==> config.mk <==
export PLATFORM = sky130hd
export DESIGN_NAME = instruction_fetch_flat
export DESIGN_NICKNAME = d
export VERILOG_FILES = /design/src/rtl/instruction_fetch_if.sv /design/src/rtl/instruction_fetch.sv /design/src/flat_wrapper.sv
export SDC_FILE = /design/constraint.sdc
export NUM_CORES = 1
export LEC_CHECK = 0
export CORE_MARGIN = 4
export CORE_UTILIZATION = 50
export DETAILED_ROUTE_END_ITERATION = 16
export PLACE_DENSITY = 0.95
export SLEW_MARGIN = 0
export SYNTH_ARGS = -nofsm -noshare
export SYNTH_HDL_FRONTEND = slang
export SYNTH_SLANG_ARGS = --single-unit
==> constraint.sdc <==
create_clock -name clk -period 5.8 [get_ports clk]
set_input_delay 1.74 -clock clk [delete_from_list [all_inputs] [get_ports clk]]
set_output_delay 1.74 -clock clk [all_outputs]
set_load 0.1 [all_outputs]
==> src/rtl/instruction_fetch_if.sv <==
// Bus bundle between the fetch unit and its memory/decoder environment.
// master: the fetch unit; slave: memory port plus instruction consumer.
interface instruction_fetch_if;
  logic [15:0] mem_addr;
  logic        mem_rd;
  logic        mem_ready;
  logic [7:0]  mem_data;
  logic        halt;
  logic [15:0] word;
  logic        word_valid;
  logic        word_ack;
  logic        jump_rel;
  logic [7:0]  rel_addr;
  logic        jump_abs;
  logic [15:0] abs_addr;
  logic [15:0] pc;

  modport master (
    output mem_addr, mem_rd, word, word_valid, pc,
    input  mem_ready, mem_data, halt, word_ack, jump_rel, rel_addr, jump_abs, abs_addr
  );

  modport slave (
    input  mem_addr, mem_rd, word, word_valid, pc,
    output mem_ready, mem_data, halt, word_ack, jump_rel, rel_addr, jump_abs, abs_addr
  );
endinterface

==> src/rtl/instruction_fetch.sv <==
// Fetches 16-bit little-endian instructions one byte at a time from an 8-bit
// memory port and holds each word until the consumer retires it, with redirects.
module instruction_fetch #(
  parameter logic [15:0] RESET_PC = 16'h0000
) (
  input  logic                clk,
  input  logic                rst,
  instruction_fetch_if.master bus
);

  localparam int unsigned AW = 16;
  localparam int unsigned DW = 8;
  localparam logic [AW-1:0] PC_INIT = RESET_PC & 16'hFFFE;

  typedef enum logic [1:0] {
    FETCH_LO = 2'd0,
    FETCH_HI = 2'd1,
    HOLD     = 2'd2
  } state_t;

  state_t          r_state;
  state_t          w_state_nxt;
  logic [AW-1:0]   r_pc;
  logic [2*DW-1:0] r_word;
  logic            w_lo_take;
  logic            w_hi_take;
  logic            w_retire;
  logic [AW-1:0]   w_rel_off;
  logic [AW-1:0]   w_pc_seq;
  logic [AW-1:0]   w_pc_nxt;
  logic            w_mem_rd;
  logic [AW-1:0]   w_mem_addr;
  logic            w_word_valid;

  // A byte is consumed only while its read is actually requested.
  assign w_lo_take = (r_state == FETCH_LO) && !bus.halt && bus.mem_ready;
  assign w_hi_take = (r_state == FETCH_HI) && bus.mem_ready;
  assign w_retire  = (r_state == HOLD) && bus.word_ack;

  // Word offset scaled to bytes; absolute target forced even.
  assign w_rel_off = {{(AW-DW-1){bus.rel_addr[DW-1]}}, bus.rel_addr, 1'b0};
  assign w_pc_seq  = r_pc + AW'(2);
  assign w_pc_nxt  = bus.jump_abs ? (bus.abs_addr & 16'hFFFE) :
                     bus.jump_rel ? (w_pc_seq + w_rel_off) : w_pc_seq;

  always_ff @(posedge clk or posedge rst) begin
    if (rst) begin
      r_state <= FETCH_LO;
    end else begin
      r_state <= w_state_nxt;
    end
  end

  always_comb begin
    w_state_nxt = r_state;
    case (r_state)
      FETCH_LO: if (w_lo_take) w_state_nxt = FETCH_HI;
      FETCH_HI: if (w_hi_take) w_state_nxt = HOLD;
      HOLD:     if (w_retire)  w_state_nxt = FETCH_LO;
      default:  w_state_nxt = FETCH_LO;
    endcase
  end

  // Memory request follows halt combinationally so a halted fetch never issues.
  always_comb begin
    w_mem_rd     = 1'b0;
    w_mem_addr   = '0;
    w_word_valid = 1'b0;
    if (!rst) begin
      case (r_state)
        FETCH_LO: begin
          w_mem_addr = r_pc;
          w_mem_rd   = !bus.halt;
        end
        FETCH_HI: begin
          w_mem_addr = r_pc + AW'(1);
          w_mem_rd   = 1'b1;
        end
        HOLD: begin
          w_mem_addr   = r_pc;
          w_word_valid = 1'b1;
        end
        default: begin
          w_mem_addr = '0;
        end
      endcase
    end
  end

  always_ff @(posedge clk or posedge rst) begin
    if (rst) begin
      r_pc   <= PC_INIT;
      r_word <= '0;
    end else begin
      if (w_lo_take) r_word[DW-1:0]    <= bus.mem_data;
      if (w_hi_take) r_word[2*DW-1:DW] <= bus.mem_data;
      if (w_retire)  r_pc              <= w_pc_nxt;
    end
  end

  assign bus.mem_rd     = w_mem_rd;
  assign bus.mem_addr   = w_mem_addr;
  assign bus.word_valid = w_word_valid;
  assign bus.word       = r_word;
  assign bus.pc         = r_pc;

endmodule

==> src/flat_wrapper.sv <==
// flat-port wrapper written by rule: the top's interface ports become plain ports
module instruction_fetch_flat 
#(
  parameter logic [15:0] RESET_PC = 16'h0000
)
  (clk, rst, bus_mem_addr, bus_mem_rd, bus_word, bus_word_valid, bus_pc, bus_mem_ready, bus_mem_data, bus_halt, bus_word_ack, bus_jump_rel, bus_rel_addr, bus_jump_abs, bus_abs_addr);
  instruction_fetch_if bus_i ();
  input  logic clk;
  input  logic rst;
  output wire logic [$bits(bus_i.mem_addr)-1:0] bus_mem_addr;
  output wire logic [$bits(bus_i.mem_rd)-1:0] bus_mem_rd;
  output wire logic [$bits(bus_i.word)-1:0] bus_word;
  output wire logic [$bits(bus_i.word_valid)-1:0] bus_word_valid;
  output wire logic [$bits(bus_i.pc)-1:0] bus_pc;
  input wire logic [$bits(bus_i.mem_ready)-1:0] bus_mem_ready;
  input wire logic [$bits(bus_i.mem_data)-1:0] bus_mem_data;
  input wire logic [$bits(bus_i.halt)-1:0] bus_halt;
  input wire logic [$bits(bus_i.word_ack)-1:0] bus_word_ack;
  input wire logic [$bits(bus_i.jump_rel)-1:0] bus_jump_rel;
  input wire logic [$bits(bus_i.rel_addr)-1:0] bus_rel_addr;
  input wire logic [$bits(bus_i.jump_abs)-1:0] bus_jump_abs;
  input wire logic [$bits(bus_i.abs_addr)-1:0] bus_abs_addr;
  assign bus_mem_addr = bus_i.mem_addr;
  assign bus_mem_rd = bus_i.mem_rd;
  assign bus_word = bus_i.word;
  assign bus_word_valid = bus_i.word_valid;
  assign bus_pc = bus_i.pc;
  assign bus_i.mem_ready = bus_mem_ready;
  assign bus_i.mem_data = bus_mem_data;
  assign bus_i.halt = bus_halt;
  assign bus_i.word_ack = bus_word_ack;
  assign bus_i.jump_rel = bus_jump_rel;
  assign bus_i.rel_addr = bus_rel_addr;
  assign bus_i.jump_abs = bus_jump_abs;
  assign bus_i.abs_addr = bus_abs_addr;
  instruction_fetch #(.RESET_PC(RESET_PC)) u_core (.clk(clk), .rst(rst), .bus(bus_i));
endmodule
* Word-level counts from Yosys, hierarchy flattened
Index checks and enable logic that the tools add are counted.
** Storage, ports and cells
- Word-level logic and storage cells :: 32
- Register bits :: 34
- Input bits :: 39
- Output and inout bits :: 50
** Cells by class
- Muxes and demuxes :: 12
- Reductions and logical operators :: 8
- Add/sub/neg operators :: 3
- Equal/unequal tests :: 5
** Operators by type and width (number)
- $mux W16 :: 3
- $pmux W16 S2 :: 1
- $add A16 B1 Y16 const B :: 1
- $add A16 B16 Y16 :: 1
- $add A16 B2 Y16 const B :: 1
- $mux W2 :: 3
- $ne A2 B1 Y1 const B :: 3
- $pmux W2 S3 :: 1
- $logic_and A1 B1 Y1 :: 4
- $mux W1 :: 3
- $reduce_and A3 Y1 :: 1
- $eq A2 B1 Y1 const B :: 1
- $eq A2 B2 Y1 const B :: 1
- $logic_not A2 Y1 :: 1
- $pmux W1 S2 :: 1
- $reduce_or A2 Y1 :: 1
- $logic_not A1 Y1 :: 1

* Logic depth before layout (Yosys ltp)
Gate-level depths: netlist (run 1).
- Word-level depth :: 5
- Gate-level depth with buffers :: 12
- Gate-level depth less buffers :: 11

* Worst setup path before layout (run 1)
OpenSTA, ideal clock, no wires.
- Kind :: input port to output port
- From :: in bus_halt
- To :: out bus_mem_rd
- Cell stages on the path :: 1
- Buffers on the path :: 0
- Setup slack :: 62 ps
- Data required time :: 4060 ps
- Data arrival time :: 3998 ps
- Cells stage by stage :: a211oi_1
** On the way
- Cells in the longest elaborated chain, start to end :: 3
** RTL lines
- start, declared :: RTL line flat_wrapper.sv:17 : input wire logic [$bits(bus_i.halt)-1:0] bus_halt;
- $logic_not A1 Y1 :: RTL line instruction_fetch.sv:73 : w_mem_rd = !bus.halt;
- $pmux W1 S2 :: RTL line instruction_fetch.sv:70 : case (r_state)
- $mux W1 :: RTL line instruction_fetch.sv:69 : if (!rst) begin
- end, declared :: RTL line flat_wrapper.sv:11 : output wire logic [$bits(bus_i.mem_rd)-1:0] bus_mem_rd;
No other way between the ends.

* Worst setup path after layout (run 1)
- From :: in rst
- To :: out bus_mem_addr[8]
** On the way
- Cells in the longest elaborated chain, start to end :: 1
** RTL lines
- start, declared :: RTL line flat_wrapper.sv:9 : input logic rst;
- $mux W16 :: RTL line instruction_fetch.sv:69
- end, declared :: RTL line flat_wrapper.sv:10 : output wire logic [$bits(bus_i.mem_addr)-1:0] bus_mem_addr;
No other way between the ends.

==> key figures, run 1 <==
Die
  – Die ar.: 0.00667 mm2
  – Chip width: 81.7 um
  – Core area: 0.00517 mm2
  – Placement row count: 26
  – I/O pins: 89
  – Initial Utilization: 52.5%
  – Die Span Y: 81.7 um

Synthesis
  – Synth top area share: 30.4%
  – Largest cells by area after synthesis: dfrtp_1, ha_1, mux2_2
  – Yosys cell types: 55
  – Most frequent cell after synthesis: dfrtp_1
  – Syn. warnings: 0
  – Syn Std Cell Area: 0.00272 mm2
  – Post-synth EDFFs: 0
  – Avg Cell Area, Syn: 8.73 um2
  – Synth Flop Type: dfrtp_1
  – Top cells by count, synth: dfrtp_1, nand2_1, ha_1, mux2_2
  – Most area-hungry cell type in the Yosys netlist: dfrtp_1
  – Syn Inst Count: 311
  – Async SR Flop Fraction: 100%
  – Register area share after synthesis: 30.4%
  – Register bit total from synthesis: 33
  – Syn Nets: 370

Global routing
  – Grt ovf: 0
  – First-pass GRT wire length: 13800 um
  – Largest net degree at the start of global routing: 23
  – Vias in the first global route: 2869
  – All-Layer GR Usage: 27.1%
  – Initial antenna violation count: 0

Clocking
  – CTS sink cnt: 33
  – CTS tree: yes
  – H-tree depth: 2
  – CTS buffer count: 5
  – Clk slew on worst S/H paths: 70 ps
  – Setup Buffers After CTS: 0
  – Post-CTS Hold Buffers: 0
  – Skew-Pair Late Insertion Delay: 300 ps
  – Clock tree buffer depth: 2
  – PostCTS Resize Cnt: 0
  – Clk root buf: clkbuf_8

Finish
  – Final nets: 452
  – Antenna diode count: 0
  – Layout Area Growth over Synthesis: 42.9%
  – Proportion of layout cells with a drive suffix above 1: 13.7%

Run status
  – Status: completed

Place
  – I/O Buffers: 86
  – Post-DP HPWL: 6310 um
  – Final RePlAce weighted congestion: 0.898

Min path
  – Worst min path class: reg2reg

Timing
  – Part of the cycle the worst path needs: 82.1%
  – RSZ-0062 raised after global routing: no
  – Slew @ Worst Pin: 1000 ps
  – Slew Viols, Final: 0
  – Setup TNS: 0 ps
  – Final setup vio count: 0
  – Relative slew slack: 33.0%
  – Fmax: 0.210 GHz
  – Final Hold Viols: 0
  – Minimum clock period: 4760 ps
  – Clock Skews: 5.29 ps

Setup path
  – Crit path DAT: 3020 ps
  – Critical path type: in2out
  – Worst path top cell family by delay: buffers and inverters
  – Worst-path cell chain: clkdlybuf4s50_1 -> a21oi_1 -> buf_4 -> and2_1 -> buf_12
  – CP required: 4060 ps
  – Critical Path Fanout Max: 15
  – Max stage delay on crit path: 490 ps
  – Worst path bufs/invs: 3
  – Critical path endpoint category: output port
  – Setup crit start kind: input pin
  – CP max-delay cell: clkdlybuf4s50_1

Detailed routing
  – DR WL/cell: 18.6 um
  – DR pass1 iterations: 5
  – Remaining antenna violation count: 0
  – Residual DRC count: 0
  – DR vias/cell: 6.09
  – DR iter-0 viols: 259
  – Via count: 2827
  – Overall routed net length: 8630 um

Flow run
  – Max Cap Viol: 0
[layout make-up]
type / count / area [um2]
Clock buffer: 5 / 68.8
Clock inverter: 3 / 46.3
Fill cell: 333 / 1290
Multi-Input combinational cell: 247 / 1760
Tap cell: 70 / 87.6
Inverter: 18 / 67.6
Sequential cell: 33 / 826
Timing Repair Buffer: 88 / 1020
[cells by family (layout without fill, tap and decap cells)]
logic type      after synthesis  in the layout  synth area share, %
other cells                   1              1                0.138
flops                        33             33                 30.4
compound gates               74             74                 17.9
simple gates                109            109                 21.6
fa+ha+maj                    20             20                 9.49
xor+xnor                     19             19                 6.13
mux                          24             24                 9.72
buf+inv                      31            114                 4.61
[worst register-to-register path, cell delays in order, from the launching register on]
cell	delay, ps
dfrtp_1	550
nand4_4	200
nor3b_1	620
nand3_1	170
xnor2_1	250
ha_1	330
o21ai_0	160
o21ai_0	130
a211oi_1	310
a32oi_1	160
xor2_1	220
mux2_2	360
[final timing paths]
path	cells after the start	slack, ps	from	endpoint
min in group asynchronous	2	1910	rst	u_core.r_state[1]
setup reg to reg	11	2230	u_core.bus.pc[3]	u_core.bus.pc[15]
hold / removal	1	510	u_core.bus.word[14]	u_core.bus.word[14]
max in group asynchronous	3	3210	rst	u_core.bus.pc[2]
hold reg to reg	1	510	u_core.bus.word[14]	u_core.bus.word[14]
setup / recovery	5	1040	rst	bus_mem_addr[8]
[flip-flops by register name, summed over array words and instances (netlist names)]
signal / cells
u_core.r_state: 2
u_core.bus.pc: 15
u_core.bus.word: 16
[placed cells by master, fill, tap and decap left out, drive strengths merged, types with 8 or more instances in the layout]
cell type and instances:
o21ai 19, mux2 19, ha 19, clkdlybuf4s50 68
nand2 28, inv 17, a21oi 16, xnor2 12
nand3 17, nor3 8, nor2 18, buf 20
nand4 8, dfrtp 33, and2 16
[metrics by stage]
stage	setup slack [ps]	instance area (um2)	cells	util [%]	hold WS (ps)
2_1_floorplan	62.4	2720	311	-	552
3_3_place_gp	1110	3760	456	72.8	489
6_report	1040	3880	464	75.0	510
5_1_grt	921	3880	464	75.0	532
3_5_place_dp	1060	3760	456	72.8	495
4_1_cts	1040	3880	464	75.0	512
[layer usage]
metal	part of all wire, %	global-route usage [%]
met4	3.2	11.6
met2	51	47.3
met3	8.7	6.03
met1	37	31.8
met5	0	0
Power of run 1 is left out: the tool's default activity adds up to more than one toggle a clock period on the data nets, which glitch-free logic cannot reach.
==> run 2, diff against run 1 <==
--- a/config.mk
+++ b/config.mk
@@ -6,9 +6,9 @@
 export NUM_CORES = 1
 export LEC_CHECK = 0
 export CORE_MARGIN = 4
-export CORE_UTILIZATION = 50
+export CORE_UTILIZATION = 47
 export DETAILED_ROUTE_END_ITERATION = 16
-export PLACE_DENSITY = 0.95
+export PLACE_DENSITY = 0.92
 export SLEW_MARGIN = 0
 export SYNTH_ARGS = -nofsm -noshare
 export SYNTH_HDL_FRONTEND = slang
==> constraint.sdc (replaced) <==
create_clock -name clk -period 4.4 [get_ports clk]
set_input_delay 1.32 -clock clk [delete_from_list [all_inputs] [get_ports clk]]
set_output_delay 1.32 -clock clk [all_outputs]
set_load 0.1 [all_outputs]
==> run 2 against run 1 <==
Via count up 0.57%; sequential share of layout area down 0.44 points; largest cell class unchanged; critical endpoint is now bus_mem_addr[7]; wire length up 0.76%.
==> key figures, run 2 (synthesis results as in run 1) <==
Run status
  – Status: completed

Setup path
  – Max stage delay on crit path: 520 ps (+30 ps)
  – Crit Reg-Reg Startpoint: u_core.bus.pc[4]
  – Worst r2r dst: u_core.bus.pc[15]
  – CP max-delay cell: clkdlybuf4s50_1
  – Crit path DAT: 2660 ps (-360 ps)
  – CP required: 3080 ps (-980 ps)
  – Worst-path cell chain: clkdlybuf4s50_1 -> a21oi_1 -> buf_4 -> and2_1 -> buf_12
  – Worst path top cell family by delay: buffers and inverters
  – Critical Path Fanout Max: 15 (unchanged)
  – Critical path type: in2out
  – Worst path bufs/invs: 3 (unchanged)
  – Setup crit start kind: input pin
  – R2R cell count: 11 (unchanged)
  – Critical path endpoint category: output port
  – Worst reg2reg setup slack: 1100 ps (-1130 ps)

Place
  – I/O Buffers: 86 (unchanged)
  – Final RePlAce weighted congestion: 0.899 (+0.16%)
  – Post-DP HPWL: 6710 um (+6.2%)

Die
  – Core area: 0.00554 mm2 (+7.1%)
  – Placement row count: 27 (+3.8%)
  – Initial Utilization: 49.0% (-3.5 points)
  – Die Span Y: 84.0 um (+2.8%)
  – I/O pins: 89 (unchanged)
  – Chip width: 84.0 um (+2.8%)
  – Die ar.: 0.00706 mm2 (+5.7%)

Detailed routing
  – DR vias/cell: 6.05 (-0.72%)
  – Overall routed net length: 8700 um (+0.76%)
  – DR pass1 iterations: 5 (unchanged)
  – Remaining antenna violation count: 0 (unchanged)
  – DR WL/cell: 18.5 um (-0.52%)
  – Via count: 2843 (+0.57%)
  – Residual DRC count: 0 (unchanged)
  – DR iter-0 viols: 371 (+43%)

Global routing
  – GR met1 Demand/Resource: 29.9% (-1.9 points)
  – Grt ovf: 0 (unchanged)
  – All-Layer GR Usage: 24.1% (-3.0 points)
  – GR Util met2: 41.4% (-5.9 points)
  – Initial antenna violation count: 0 (unchanged)
  – First-pass GRT wire length: 13700 um (-0.30%)
  – Gr busiest metal: met2
  – Met3 Use GR: 4.24% (-1.8 points)
  – Largest net degree at the start of global routing: 24 (+4.3%)
  – Vias in the first global route: 2780 (-3.1%)

Clocking
  – Clock tree buffer depth: 2 (unchanged)
  – PostCTS Resize Cnt: 0 (unchanged)
  – Clk root buf: clkbuf_8
  – Clk slew on worst S/H paths: 60 ps (about the same)
  – H-tree depth: 2 (unchanged)
  – CTS buffer count: 5 (unchanged)
  – CTS tree: yes
  – Post-CTS Hold Buffers: 0 (unchanged)
  – Skew-Pair Late Insertion Delay: 290 ps (about the same)
  – Setup Buffers After CTS: 0 (unchanged)
  – CTS sink cnt: 33 (unchanged)

Finish
  – Commonest non-fill, non-tap cell in the layout: clkdlybuf4s50_1
  – Antenna diode count: 0 (unchanged)
  – Commonest non-fill, non-tap cells in the layout: clkdlybuf4s50_1, dfrtp_1, nand2_1, mux2_2, ha_1
  – Number of flip-flops in the largest register: 16 (unchanged)
  – Proportion of layout cells with a drive suffix above 1: 14.8% (+1.1 points)
  – Layout Area Growth over Synthesis: 45.9%
  – Final nets: 456 (+0.88%)

Flow run
  – Max Cap Viol: 0 (unchanged)

Timing
  – Slew Viols, Final: 0 (unchanged)
  – Slew @ Worst Pin: 996 ps (-6.12 ps)
  – Final Hold Viols: 0 (unchanged)
  – Fmax: 0.251 GHz
  – Setup TNS: 0 ps (unchanged)
  – Minimum clock period: 3980 ps
  – RSZ-0062 raised after global routing: no
  – Part of the cycle the worst path needs: 90.5%
  – Clock Skews: 6.16 ps (+0.875 ps)
  – Relative slew slack: 33.0% (+0.065 points)
  – Final setup vio count: 0 (unchanged)

Min path
  – Hold EP: u_core.bus.word[7]
  – Hold path depth: 1 (unchanged)
  – Hold path start: u_core.bus.word[7]
  – Worst min path class: reg2reg
## run 2: cell count changes in the layout (fill, tap and decap cells not counted)
| cell | change |
|---|---|
| buf_12 | +3 |
| a211oi_1 | -1 |
| a211oi_2 | +1 |
| buf_4 | +1 |
| clkbuf_1 | +1 |
| clkbuf_8 | +1 |
| clkinv_4 | -1 |
| clkinvlp_4 | -1 |
| nor3_1 | -1 |
| nor3_2 | +1 |
## run 2: per-layer routing
metal | part of all wire [%] | wire (um)
met1 | 41 | 3540
met2 | 49 | 4250
met3 | 8.0 | 697
met4 | 2.4 | 205
met5 | 0 | 0
## run 2: cell type report
cell class / instances / area [um2]
tap: 72 / 90.1
multi-input combinational: 247 / 1770
clock buffer: 7 / 86.3
fill: 401 / 1580
clock inverter: 1 / 30.0
inverter: 18 / 67.6
sequential: 33 / 826
timing repair buffer: 92 / 1090
## run 2: worst max path at each step
stage	from	to	slack, ps	depth (start not counted)
after floorplan	bus_halt	bus_mem_rd	460	1
after global routing	rst	bus_mem_addr[7]	350	5
after detailed placement	bus_rel_addr[0]	u_core.bus.pc[15]	340	10
after CTS	rst	bus_mem_addr[7]	430	5
final	rst	bus_mem_addr[7]	420	5
after global placement	bus_rel_addr[0]	u_core.bus.pc[15]	390	10
## run 2: worst register-to-register path: stages, from the launching register on
cell	delay, ps
dfrtp_1	550
nand3_1	190
nor2_1	280
nand4_1	150
xnor2_1	210
ha_1	450
nand3_1	130
a211oi_2	230
o211ai_1	200
a32oi_1	260
xor2_1	210
mux2_2	350
## run 2: through the flow
step | area, um2 | instances | utilization, % | hold slack [ps] | setup slack [ps]
after floorplan | 2730 | 311 | - | 569 | 465
after global placement | 3840 | 462 | 69.4 | 487 | 392
after detailed placement | 3840 | 462 | 69.4 | 491 | 338
after CTS | 3960 | 470 | 71.5 | 506 | 428
after global routing | 3960 | 470 | 71.5 | 518 | 353
final | 3960 | 470 | 71.5 | 516 | 416
Power of run 2 is left out for the same reason.
==> run 3, diff against run 2 <==
--- a/config.mk
+++ b/config.mk
@@ -5,6 +5,7 @@
 export SDC_FILE = /design/constraint.sdc
 export NUM_CORES = 1
 export LEC_CHECK = 0
+export CAP_MARGIN = 30
 export CORE_MARGIN = 4
 export CORE_UTILIZATION = 47
 export DETAILED_ROUTE_END_ITERATION = 16
==> results of run 3 <==
No change in the layout: final DEF, timing and power equal those of run 2.
Power of run 3 is left out for the same reason.
